--- src/rtl/nv_nvdla_cacc_csb_arb.sv ---
// -----------------------------------------------------------------------------
// nv_nvdla_cacc_csb_arb
// Two-master CSB arbiter in front of the cacc register port.
//  - m0 (host) and m1 (auxiliary) requests are arbitrated round-robin onto
//    the single arb2cacc request port with zero added latency. A grant that
//    is stalled by arb2cacc_req_prdy=0 stays locked until it completes.
//  - Every accepted request that expects a response (a read, or a
//    non-posted write) records its owner in a small FIFO. Responses pop
//    the FIFO and are steered combinationally to that owner.
//  - A Q-channel (qreqn/qacceptn/qdeny) lets a power controller quiesce
//    the port. Outstanding responses are drained first, and the request
//    is denied if the drain does not finish within DRAIN_TMO cycles.
// Ports:
//  nvdla_core_clk, nvdla_core_rst    clock, async active-high reset
//  m0_req_*, m1_req_*                master request ports (pvld/prdy/pd)
//  arb2cacc_req_*                    shared request port towards cacc
//  cacc2arb_resp_*                   response from cacc
//  m0_resp_*, m1_resp_*              responses routed to each master
//  qreqn, qacceptn, qdeny            Q-channel
//  spurious_resp_err                 sticky: response arrived with no owner
// -----------------------------------------------------------------------------
module nv_nvdla_cacc_csb_arb #(
  parameter int OWN_DEPTH = 4,
  parameter int DRAIN_TMO = 64
) (
  input  logic        nvdla_core_clk,
  input  logic        nvdla_core_rst,
  input  logic        m0_req_pvld,
  output logic        m0_req_prdy,
  input  logic [62:0] m0_req_pd,
  input  logic        m1_req_pvld,
  output logic        m1_req_prdy,
  input  logic [62:0] m1_req_pd,
  output logic        arb2cacc_req_pvld,
  input  logic        arb2cacc_req_prdy,
  output logic [62:0] arb2cacc_req_pd,
  input  logic        cacc2arb_resp_valid,
  input  logic [33:0] cacc2arb_resp_pd,
  output logic        m0_resp_valid,
  output logic [33:0] m0_resp_pd,
  output logic        m1_resp_valid,
  output logic [33:0] m1_resp_pd,
  input  logic        qreqn,
  output logic        qacceptn,
  output logic        qdeny,
  output logic        spurious_resp_err
);

  localparam int PW = (OWN_DEPTH > 1) ? $clog2(OWN_DEPTH) : 1;
  localparam int CW = PW + 1;
  localparam logic [CW-1:0] DEPTH_C    = CW'(OWN_DEPTH);
  localparam logic [7:0]    TMO_LAST_C = 8'(DRAIN_TMO - 1);

  typedef enum logic [1:0] {
    ST_STOP  = 2'd0,
    ST_RUN   = 2'd1,
    ST_DRAIN = 2'd2,
    ST_DENY  = 2'd3
  } q_state_e;

  // A read (bit54=0) or a non-posted write (bit55=1) produces a response.
  function automatic logic expects_resp(input logic [62:0] pd);
    return (~pd[54]) | pd[55];
  endfunction

  q_state_e      state_q, state_d;
  logic          qacceptn_q, qacceptn_d;
  logic          qdeny_q, qdeny_d;
  logic [7:0]    drain_cnt_q, drain_cnt_d;
  logic          lock_q, lock_d;
  logic          sel_q, sel_d;              // 0 = m0, 1 = m1
  logic          last_grant_q, last_grant_d;
  logic          spur_q, spur_d;
  logic          own_q [OWN_DEPTH];
  logic [PW-1:0] wr_ptr_q, rd_ptr_q;
  logic [CW-1:0] cnt_q, cnt_d;

  logic          elig0_s, elig1_s, full_s;
  logic          gnt_vld_s, gnt_sel_s;
  logic          sel_pvld_s, req_pvld_s, hs_s, push_s, pop_s, head_s;
  logic [62:0]   sel_pd_s;

  // Eligibility and round-robin / locked grant selection.
  always_comb begin
    full_s    = (cnt_q == DEPTH_C);
    elig0_s   = m0_req_pvld & (state_q == ST_RUN) & ((~full_s) | (~expects_resp(m0_req_pd)));
    elig1_s   = m1_req_pvld & (state_q == ST_RUN) & ((~full_s) | (~expects_resp(m1_req_pd)));
    gnt_vld_s = 1'b0;
    gnt_sel_s = sel_q;
    if (lock_q) begin
      gnt_vld_s = 1'b1;
      gnt_sel_s = sel_q;
    end else if (elig0_s && elig1_s) begin
      // last_grant=1 means m1 went last, so m0 wins, and vice versa.
      gnt_vld_s = 1'b1;
      gnt_sel_s = ~last_grant_q;
    end else if (elig0_s) begin
      gnt_vld_s = 1'b1;
      gnt_sel_s = 1'b0;
    end else if (elig1_s) begin
      gnt_vld_s = 1'b1;
      gnt_sel_s = 1'b1;
    end else begin
      gnt_vld_s = 1'b0;
      gnt_sel_s = sel_q;
    end
  end

  assign sel_pvld_s = gnt_sel_s ? m1_req_pvld : m0_req_pvld;
  assign sel_pd_s   = gnt_sel_s ? m1_req_pd   : m0_req_pd;
  assign req_pvld_s = gnt_vld_s & sel_pvld_s;
  assign hs_s       = req_pvld_s & arb2cacc_req_prdy;
  assign push_s     = hs_s & expects_resp(sel_pd_s);
  assign pop_s      = cacc2arb_resp_valid & (cnt_q != '0);
  assign head_s     = own_q[rd_ptr_q];

  assign arb2cacc_req_pvld = req_pvld_s;
  assign arb2cacc_req_pd   = req_pvld_s ? sel_pd_s : 63'd0;
  assign m0_req_prdy       = req_pvld_s & (~gnt_sel_s) & arb2cacc_req_prdy;
  assign m1_req_prdy       = req_pvld_s & gnt_sel_s & arb2cacc_req_prdy;

  assign m0_resp_valid     = pop_s & (~head_s);
  assign m1_resp_valid     = pop_s & head_s;
  assign m0_resp_pd        = (pop_s && !head_s) ? cacc2arb_resp_pd : 34'd0;
  assign m1_resp_pd        = (pop_s && head_s)  ? cacc2arb_resp_pd : 34'd0;

  assign qacceptn          = qacceptn_q;
  assign qdeny             = qdeny_q;
  assign spurious_resp_err = spur_q;

  // Next values for grant lock, pointers, owner count and error flag.
  always_comb begin
    lock_d       = req_pvld_s & (~arb2cacc_req_prdy);
    sel_d        = req_pvld_s ? gnt_sel_s : sel_q;
    last_grant_d = hs_s ? gnt_sel_s : last_grant_q;
    spur_d       = spur_q | (cacc2arb_resp_valid & (cnt_q == '0));
    case ({push_s, pop_s})
      2'b10:   cnt_d = cnt_q + CW'(1);
      2'b01:   cnt_d = cnt_q - CW'(1);
      default: cnt_d = cnt_q;
    endcase
  end

  // Arbiter and owner-FIFO registers.
  always_ff @(posedge nvdla_core_clk or posedge nvdla_core_rst) begin
    if (nvdla_core_rst) begin
      lock_q       <= 1'b0;
      sel_q        <= 1'b0;
      last_grant_q <= 1'b1;
      spur_q       <= 1'b0;
      wr_ptr_q     <= '0;
      rd_ptr_q     <= '0;
      cnt_q        <= '0;
      for (int i = 0; i < OWN_DEPTH; i++) own_q[i] <= 1'b0;
    end else begin
      lock_q       <= lock_d;
      sel_q        <= sel_d;
      last_grant_q <= last_grant_d;
      spur_q       <= spur_d;
      cnt_q        <= cnt_d;
      if (push_s) begin
        own_q[wr_ptr_q] <= gnt_sel_s;
        wr_ptr_q        <= wr_ptr_q + PW'(1);
      end
      if (pop_s) rd_ptr_q <= rd_ptr_q + PW'(1);
    end
  end

  // Q-channel state register with registered qacceptn/qdeny decodes.
  always_ff @(posedge nvdla_core_clk or posedge nvdla_core_rst) begin
    if (nvdla_core_rst) begin
      state_q     <= ST_STOP;
      drain_cnt_q <= 8'd0;
      qacceptn_q  <= 1'b0;
      qdeny_q     <= 1'b0;
    end else begin
      state_q     <= state_d;
      drain_cnt_q <= drain_cnt_d;
      qacceptn_q  <= qacceptn_d;
      qdeny_q     <= qdeny_d;
    end
  end

  // Q-channel next state. RUN waits for lock_d so a request presented but
  // not yet accepted this cycle is never abandoned mid-handshake.
  always_comb begin
    state_d     = state_q;
    drain_cnt_d = drain_cnt_q;
    case (state_q)
      ST_STOP: begin
        if (qreqn) state_d = ST_RUN;
        else       state_d = ST_STOP;
      end
      ST_RUN: begin
        if (!qreqn && !lock_d) begin
          state_d     = ST_DRAIN;
          drain_cnt_d = 8'd0;
        end else begin
          state_d = ST_RUN;
        end
      end
      ST_DRAIN: begin
        if (qreqn) begin
          state_d = ST_RUN;
        end else if (cnt_d == '0) begin
          state_d = ST_STOP;
        end else if (drain_cnt_q == TMO_LAST_C) begin
          state_d = ST_DENY;
        end else begin
          state_d     = ST_DRAIN;
          drain_cnt_d = drain_cnt_q + 8'd1;
        end
      end
      ST_DENY: begin
        if (qreqn) state_d = ST_RUN;
        else       state_d = ST_DENY;
      end
      default: state_d = ST_STOP;
    endcase
  end

  // Q-channel output decodes of the next state.
  always_comb begin
    qacceptn_d = (state_d != ST_STOP);
    qdeny_d    = (state_d == ST_DENY);
  end

endmodule

--- config.mk ---
export PLATFORM = sky130hd
export DESIGN_NAME = nv_nvdla_cacc_csb_arb
export DESIGN_NICKNAME = d
export VERILOG_FILES = /design/src/rtl/nv_nvdla_cacc_csb_arb.sv
export SDC_FILE = /design/constraint.sdc
export NUM_CORES = 1
export LEC_CHECK = 0
export CAP_MARGIN = 30
export CORE_AREA = 2 2 119 121
export DETAILED_ROUTE_END_ITERATION = 16
export DIE_AREA = 0 0 121 123
export DONT_BUFFER_PORTS = 1
export PLACE_DENSITY = 0.47
export REMOVE_ABC_BUFFERS = 1
export SYNTH_ARGS = -nofsm -noshare
export SYNTH_HDL_FRONTEND = slang
export SYNTH_SLANG_ARGS = --single-unit
--- constraint.sdc ---
create_clock -name nvdla_core_clk -period 11.77 [get_ports nvdla_core_clk]
set_input_delay 1.7655 -clock nvdla_core_clk [delete_from_list [all_inputs] [get_ports nvdla_core_clk]]
set_output_delay 1.7655 -clock nvdla_core_clk [all_outputs]
set_load 0.01 [all_outputs]
==> flow_metrics.tcl, run 1 <==
set metrics [dict create \
    outcome "finished, final reports clean" \
    grt_overflow 0 \
    drv_slew 0 \
    rsz0062_at_grt "no" \
    drtIter0Drc 63 \
    grt_max_degree 65 \
    final_area_mm2 0.00329 \
    firstDrtPassIters 4 \
    insertion_delay_ps 260 \
    cts_buffer_depth 2 \
    ys_types 51 \
    synthTopCellsByCount "70 x nor2_1, 63 x mux2i_1, 38 x and2_1" \
    worst_hold_slack_ps 491 \
    place_area_mm2 0.00318 \
    ant_nets 0 \
    wl_per_cell_um 23.8 \
    cts_made_buffers 3 \
    leakagePower_nw 1.51 \
    hpwl_mm 11.4 \
    dieArea_mm2 0.0149 \
    htree_levels 1 \
    setup_tns_ps 0 \
    whs_path_depth 1 \
    postCtsSetupBuffers 0 \
    fin_worst_skew_ps 6.14 \
    yosysWarnings 0 \
    yosys.area.top_type_share_pct 21.1 \
    async_reset_ff_share_pct 100 \
    max_freq_ghz 0.179 \
    period_share_pct 47.5 \
    yosysMostFrequentCell "nor2_1" \
    start_util_pct 22.6 \
    ff2ff_setup_slack_ps 7250 \
    io_pins 306 \
    hp-class "flop to flop" \
    hold-path-endpoint "rd_ptr_q[1]" \
    ir_worst_vdd_mv 0.127 \
    num_rows 43 \
    ys_top_cells_by_area "dfrtp_1 21%, mux2i_1 20%, nor2_1 8.5%" \
    synth_area_per_cell_um2 7.88 \
    powerDensity_mw_per_mm2 242 \
    cap_violations 0 \
    via_per_inst 5.28 \
    fin_ws_ps 6170 \
    grtUsageTotal_pct 16.7 \
    worstReg2RegStart "cnt_q[0]" \
    grt_antenna_before_repair 2 \
    synth_edf_count 0 \
    die_y_um 123 \
    finalSetupViolCount 0 \
    cts.sinks 27 \
    tritoncts "done" \
    syn_area_mm2 0.00308 \
    critPathKind "input port to output port" \
    min-delay-start "rd_ptr_q[1]" \
    end_kind "output port" \
    syn_inst 391 \
    ys_ff_latch 27 \
    numPortBuffers 0 \
    drive_gt1_share_pct 5.88 \
    synth_top_cell_by_area "dfrtp_1" \
    pre_cts_ws_ps 5810 \
    place_congestion 0.867 \
    clkTransAtPathRegs_ps 70 \
    tightest_slew_ps 917 \
    reg2reg_depth 13 \
    crit_fanout 63 \
    power_uw 796 \
    worstPathArrival_ps 3830 \
    root_buffer "clkbuf_16" \
    grt_pass1_wl_mm 18.1 \
    die_w_um 121 \
    yosysSeqAreaShare_pct 22.0 \
    cts_resized 0 \
    r2r_end "drain_cnt_q[7]" \
    slew-limit-headroom_pct 38.6 \
    core_area_mm2 0.0136 \
    synthFlopType "dfrtp_1" \
    hold_viol_final 0 \
    drc 0 \
    fin_crit_ps 5600 \
    area_growth_pct 6.95 \
    nNetsFinal 549 \
    wl_mm 13.2 \
    num_vias 2930 \
    required_ps 10000 \
    first_global_vias 2838 \
    cts_hold_buf 0 \
    worst_setup_path_start_kind "input port" \
]
[kinds of logic after synthesis]
kind of cell	count (synthesis)	synth area share, %
buffers and inverters	39	6.70
XOR/XNOR	7	1.99
adder cells (fa/ha/maj)	7	3.09
AND/OR/NAND/NOR	194	32.4
AO/OA/AOI/OAI	50	11.5
flip-flops	27	22.0
multiplexers	67	22.4
[placed cells by master (no fill, tap or decap), types with 3 or more instances in the layout]
cell type / count
nor2_1: 70
o2bb2ai_1: 4
a31oi_1: 5
mux2i_1: 63
xnor2_1: 6
nand2b_1: 3
buf_4: 4
and2_1: 38
dfrtp_1: 26
o211ai_1: 3
nand3_1: 8
or3_1: 4
nand2_1: 15
and3_1: 35
o2111ai_1: 3
a21oi_1: 11
nor3_1: 5
clkbuf_16: 3
inv_1: 12
nor2b_1: 6
o21ai_0: 7
ha_1: 6
[sequential cells by signal, indices dropped and copies added (netlist names)]
name	count
rd_ptr_q	2
spurious_resp_err	1
state_q	2
drain_cnt_q	8
cnt_q	3
own_q	4
sel_q	1
qdeny	1
wr_ptr_q	2
lock_q	1
qacceptn	1
last_grant_q	1
[layout make-up]
class                      instances  area [µm²]
fill                            1498       10300
multi-input combinational        325        2200
sequential                        27         677
tap                              180         225
clock buffer                       3        75.1
timing repair buffer               5        57.6
inverter                          13        50.0
clock inverter                     1        5.00
antenna                            1        2.50
[power breakdown]
| part | switching (mW) | leakage, nW | internal [mW] | total, mW |
|---|---|---|---|---|
| combinational | 0.350 | 1.15 | 0.205 | 0.555 |
| sequential | 0.0364 | 0.317 | 0.125 | 0.161 |
| clock | 0.0337 | 0.0409 | 0.0459 | 0.0796 |
[through the flow]
stage	instances	utilization, %
after floorplan	365	-
after global placement	549	23.4
after detailed placement	549	23.4
after CTS	553	24.0
after global routing	555	24.2
final	555	24.2
[worst max-delay path, cell delays in order]
cell      delay [ps]
nor2b_1          270
o211ai_1         200
nor2_1           270
a21oi_2          100
clkinv_2          60
buf_4            130
buf_16           310
mux2i_1          510
nor2_1           170
[routing by layer]
metal  share of wire (%)  GRT usage, %  wire length [µm]  vias to the layer above
met5               0.083             0                11                        -
met4                 3.3          6.61               437                        2
met3                 5.7          1.57               757                       18
met2                  55          34.3              7330                      200
met1                  35          17.0              4680                     1379
li1                    -             -                 -                     1331
[worst max-delay path by stage]
stage / start / endpoint / slack (ps) / cells after the start
2_1_floorplan: m0_req_pd[54] / arb2cacc_req_pvld / 5120 / 5
3_3_place_gp: m1_req_pd[54] / arb2cacc_req_pd[62] / 5850 / 8
3_5_place_dp: m1_req_pd[54] / arb2cacc_req_pd[62] / 5810 / 8
4_1_cts: m1_req_pd[54] / arb2cacc_req_pd[62] / 5800 / 8
5_1_grt: m0_req_pd[54] / arb2cacc_req_pd[62] / 5980 / 8
6_report: m1_req_pd[54] / arb2cacc_req_pd[62] / 6170 / 9
No activity file was read; power rests on OpenSTA's default activity.
==> run 2, diff against run 1 <==
Settings changed: PLACE_DENSITY 0.47 to 0.48.
Clock period 11.77 ns to 5.02 ns, I/O delays scaled along.
==> flow_metrics.tcl, run 2 (synthesis results as in run 1) <==
set metrics [dict create \
    cts_hold_buf 0 \
    cts_made_buffers 3 \
    hp-class "input port to asynchronous set/reset pin" \
    reg_top3 "drain_cnt_q (8), own_q (4), cnt_q (3)" \
    die_w_um 121 \
    dieArea_mm2 0.0149 \
    clkTransAtPathRegs_ps 70 \
    crit_path_max_incr_delay_ps 530 \
    fin_worst_skew_ps 3.03 \
    path_cells "or3b_1 -> o2111a_1 -> or3_1 -> o21a_2 -> inv_1 -> ha_1 -> inv_1 -> fa_1 -> nor2b_1 -> a22oi_1 -> o211ai_1 -> buf_4 -> or4_1 -> a21oi_1" \
    grt_max_degree 65 \
    diodes 0 \
    cts.sinks 27 \
    insertion_delay_ps 260 \
    worstReg2RegStart "cnt_q[0]" \
    drc 0 \
    period_share_pct 83.3 \
    numPortBuffers 0 \
    io_pins 306 \
    cap_violations 0 \
    grtUsageMet2_pct 34.3 \
    drive_gt1_share_pct 5.88 \
    tightest_slew_ps 847 \
    setup_tns_ps 0 \
    drtIter0Drc 104 \
    wl_mm 13.0 \
    worst_hold_slack_ps 453 \
    required_ps 5210 \
    leakagePower_nw 1.51 \
    outcome "finished, final reports clean" \
    root_buffer "clkbuf_16" \
    tritoncts "done" \
    pre_cts_ws_ps 881 \
    max_freq_ghz 0.239 \
    ir_worst_vdd_mv 0.286 \
    power_mw 1.85 \
    regMostFlops "drain_cnt_q" \
    hold_viol_final 0 \
    dpl.cell_count 550 \
    final_area_mm2 0.00331 \
    worstPathArrival_ps 4370 \
    powerDensity_mw_per_mm2 558 \
    grtUsageTotal_pct 16.0 \
    core_area_mm2 0.0136 \
    grt_antenna_before_repair 2 \
    finalSetupViolCount 0 \
    num_vias 2941 \
    grtUsageMet3_pct 2.21 \
    ant_nets 0 \
    via_per_inst 5.31 \
    fin_cells 554 \
    fin_ws_ps 836 \
    fin_crit_ps 4180 \
    layout_common_cells "70 x nor2_1, 63 x mux2i_1, 38 x and2_1" \
    grt_overflow 0 \
    nNetsFinal 549 \
    top_usage_layer "met2" \
    cts_buffer_depth 2 \
    drv_slew 0 \
    worst_setup_path_start_kind "flop" \
    largest_reg_flops 8 \
    hpwl_mm 11.4 \
    firstDrtPassIters 4 \
    rsz0062_at_grt "no" \
    start_util_pct 22.6 \
    end_kind "flop" \
    critPathKind "flop to flop" \
    place_area_mm2 0.00322 \
    crit_fanout 14 \
    die_y_um 123 \
    postCtsSetupBuffers 0 \
    place_congestion 0.942 \
    r2r_end "drain_cnt_q[7]" \
    reg2reg_depth 14 \
    cpMaxStageDelayCell "or3_1" \
    num_rows 43 \
    slew-limit-headroom_pct 43.5 \
    grt_pass1_wl_mm 17.3 \
    final_common_cell "nor2_1" \
    fin_util_pct 24.3 \
    wl_per_cell_um 23.4 \
    cts_resized 0 \
    cpMostUsedCell "inv_1" \
    htree_levels 1 \
    first_global_vias 2668 \
    ff2ff_setup_slack_ps 840 \
    met1_usage_pct 16.5 \
    area_growth_pct 7.35 \
]
-- run 2: cell types whose count changed in the layout (fill, tap and decap cells not counted) --
cell        change
diode_2         -1
clkinv_2        -1
clkinvlp_4      +1
buf_12          +1
buf_4           -1
-- run 2: power breakdown --
part           switching (mW)  internal (mW)  leakage (nW)  total, mW
clock                  0.0763          0.108        0.0371      0.185
combinational           0.815          0.470          1.16       1.28
sequential             0.0841          0.292         0.317      0.377
total                   0.975          0.871          1.51       1.85
-- run 2: per-layer routing --
layer | wire (µm) | vias to the layer above
met3 | 789 | 6
met2 | 7350 | 193
met1 | 4730 | 1408
li1 | - | 1330
met5 | 27 | -
met4 | 65 | 4
-- run 2: area by class of cell --
class,instances,area [µm²]
Fill cell,1481,10300
Multi-Input combinational cell,325,2200
Sequential cell,27,677
Tap cell,180,225
Clock buffer,3,75.1
Timing Repair Buffer,5,70.1
Inverter,13,50.0
Clock inverter,1,7.51
-- run 2: worst max path at each step --
stage / start / end / slack, ps / cells past startpoint
floorplan: cnt_q[0] / arb2cacc_req_pvld / 390 / 5
global placement: cnt_q[0] / drain_cnt_q[7] / 940 / 14
detailed placement: cnt_q[0] / drain_cnt_q[7] / 880 / 14
CTS: cnt_q[0] / drain_cnt_q[7] / 820 / 14
global route: cnt_q[0] / drain_cnt_q[7] / 540 / 14
finish: cnt_q[0] / drain_cnt_q[7] / 840 / 14
-- run 2: critical path: cells and delay by family (launching register included) --
| family | cells | cell delay [ps] |
|---|---|---|
| simple gates | 4 | 1660 |
| compound gates | 5 | 1060 |
| fa+ha+maj | 2 | 610 |
| flops | 1 | 430 |
| buf+inv | 3 | 340 |
==> run 3, diff against run 2 <==
Settings changed: ABC_AREA set to 1, CORE_AREA 2 2 119 121 to 2 2 118 120, DIE_AREA 0 0 121 123 to 0 0 120 122, PLACE_DENSITY 0.48 to 0.49.
Clock period 5.02 ns to 3.95 ns, I/O delays scaled along.
==> flow_metrics.tcl, run 3 <==
set metrics [dict create \
    drv_slew 0 \
    die_w_um 120 \
    wl_mm 12.0 \
    syn_area_mm2 0.00325 \
    wl_per_cell_um 16.5 \
    synthTopCellsByCount "124 x nand2_1, 86 x nor2_1, 83 x nand3_1" \
    synthFlopType "dfrtp_1" \
    finalSetupViolCount 0 \
    fin_crit_ps 3580 \
    crit_fanout 32 \
    slew-limit-headroom_pct 41.2 \
    grt_antenna_before_repair 2 \
    layout_common_cells "124 x nand2_1, 86 x nor2_1, 83 x nand3_1" \
    cp_num_buf_inv 2 \
    cap_violations 0 \
    area_growth_pct 14.5 \
    firstDrtPassIters 8 \
    yosysWarnings 0 \
    rsz0062_at_grt "no" \
    required_ps 4140 \
    ir_worst_vdd_mv 0.270 \
    yosysSeqAreaShare_pct 20.8 \
    tritoncts "done" \
    cts_buffer_depth 2 \
    reg_top3 "drain_cnt_q (8), own_q (4), cnt_q (3)" \
    ys_types 34 \
    hold_viol_final 0 \
    crit_path_max_incr_delay_ps 420 \
    grt_max_degree 68 \
    root_buffer "clkbuf_16" \
    dieArea_mm2 0.0146 \
    worst_hold_slack_ps 290 \
    final_common_cell "nand2_1" \
    place_area_mm2 0.00360 \
    critPathKind "flop to flop" \
    max_freq_ghz 0.279 \
    regMostFlops "drain_cnt_q" \
    yosysMostFrequentCell "nand2_1" \
    hpwl_mm 9.97 \
    num_vias 3618 \
    crit_family "simple AND/OR/NAND/NOR gates" \
    cts.sinks 27 \
    leakagePower_nw 1.83 \
    ys_ff_latch 27 \
    io_pins 306 \
    first_global_vias 3405 \
    insertion_delay_ps 260 \
    drtIter0Drc 170 \
    cp.depth 20 \
    drc 0 \
    die_y_um 122 \
    cpMaxStageDelayCell "dfrtp_1" \
    tightest_slew_ps 882 \
    yosys.area.top_type_share_pct 20.0 \
    start_util_pct 24.1 \
    place_congestion 0.797 \
    hp-class "input port to asynchronous set/reset pin" \
    cpMostUsedCell "nand2_1" \
    powerDensity_mw_per_mm2 809 \
    grtUsageTotal_pct 14.8 \
    fin_util_pct 27.6 \
    period_share_pct 90.7 \
    async_reset_ff_share_pct 100 \
    cts_hold_buf 0 \
    end_kind "flop" \
    largest_reg_flops 8 \
    ys_top_cells_by_area "dfrtp_1 20%, nand2_1 14%, nand3_1 13%" \
    grt_overflow 0 \
    core_area_mm2 0.0135 \
    num_rows 43 \
    drive_gt1_share_pct 20.3 \
    syn_inst 534 \
    synth_area_per_cell_um2 6.09 \
    path_cells "inv_2 -> nand2_2 -> nor2_4 -> nand3_2 -> nand2_8 -> nand2_4 -> nand2_2 -> nand3_4 -> nor2_4 -> nand2_1 -> ha_1 -> inv_1 -> fa_1 -> o21ai_0 -> nor2_1 -> nand2_1 -> nand2_1 -> o21ai_1 -> nand2_1 -> a21oi_1" \
    grt_pass1_wl_mm 17.1 \
    synth_top_cell_by_area "dfrtp_1" \
    worst_setup_path_start_kind "flop" \
    fin_worst_skew_ps 4.22 \
    cts_made_buffers 3 \
    outcome "finished, final reports clean" \
    htree_levels 1 \
    reg2reg_depth 20 \
    clkTransAtPathRegs_ps 70 \
    nNetsFinal 721 \
    synth_edf_count 0 \
    numPortBuffers 0 \
    via_per_inst 4.98 \
    ant_nets 0 \
    worstPathArrival_ps 3770 \
    final_area_mm2 0.00372 \
]
-- run 3: cell count changes after synthesis, sizes merged, moves of 6 or more --
cell	before	now
nand2	15	132
nor2b	6	0
nand3	8	88
mux2i	63	0
and2	38	0
buf	9	24
and3	35	0
nor2	70	91
inv	13	64
a21oi	12	64
nand4	1	7
-- run 3: layer usage --
metal | vias to the layer above | track usage [%] | share of wire (%)
met4 | 2 | 5.37 | 2.1
met2 | 213 | 30.4 | 56
met5 | - | 0 | 0.16
met1 | 1666 | 13.7 | 33
li1 | 1721 | - | -
met3 | 16 | 4.12 | 9.3
-- run 3: power by group --
part	total, mW	switching (mW)	internal [mW]
sequential	0.463	0.0890	0.374
combinational	2.31	1.60	0.708
clock	0.237	0.0998	0.137
-- run 3: timing repair --
item	in CTS	in global routing
gates resized for setup	0	2
hold endpoints to repair	0	0
setup endpoints to repair	0	8
buffers inserted	0	0
-- run 3: worst paths after layout --
check | start | endpoint | slack, ps
max reg2reg | state_q[1] | drain_cnt_q[6] | 370
max in group asynchronous | nvdla_core_rst | drain_cnt_q[5] | 3160
min | nvdla_core_rst | qacceptn | 290
min in group nvdla_core_clk | own_q[0] | own_q[0] | 480
max | state_q[1] | drain_cnt_q[6] | 370
min reg2reg | own_q[0] | own_q[0] | 480
-- run 3: cells by family after synthesis --
| group | count (synthesis) | share of synthesized area, % |
|---|---|---|
| compound gates | 69 | 15.5 |
| fa+ha+maj | 7 | 2.92 |
| flops | 27 | 20.8 |
| simple gates | 323 | 44.7 |
| xor+xnor | 7 | 1.89 |
| buf+inv | 101 | 14.2 |
-- run 3: stage by stage --
step,TNS [ps],instances,worst slack (ps),power [mW]
3_5_place_dp,0,721,151,2.77
4_1_cts,0,725,186,3.02
5_1_grt,0,727,17.0,3.29
6_report,0,727,369,3.01
2_1_floorplan,-10690,498,-967,2.07
3_3_place_gp,0,720,337,2.72
-- run 3: worst register-to-register path, delay by kind of cell, from the launching register on --
family / cells / cell delay (ps)
adder cells (fa/ha/maj): 2 / 650
AND/OR/NAND/NOR: 13 / 1690
flip-flops: 1 / 420
AO/OA/AOI/OAI: 3 / 590
buffers and inverters: 2 / 160
-- run 3: layout make-up --
| cell class | count | area, µm² |
|---|---|---|
| Tap cell | 180 | 225 |
| Clock inverter | 1 | 5.00 |
| Timing Repair Buffer | 44 | 370 |
| Multi-Input combinational cell | 406 | 2120 |
| Fill cell | 1543 | 9780 |
| Sequential cell | 27 | 677 |
| Clock buffer | 3 | 75.1 |
| Inverter | 65 | 244 |
| Antenna cell | 1 | 2.50 |
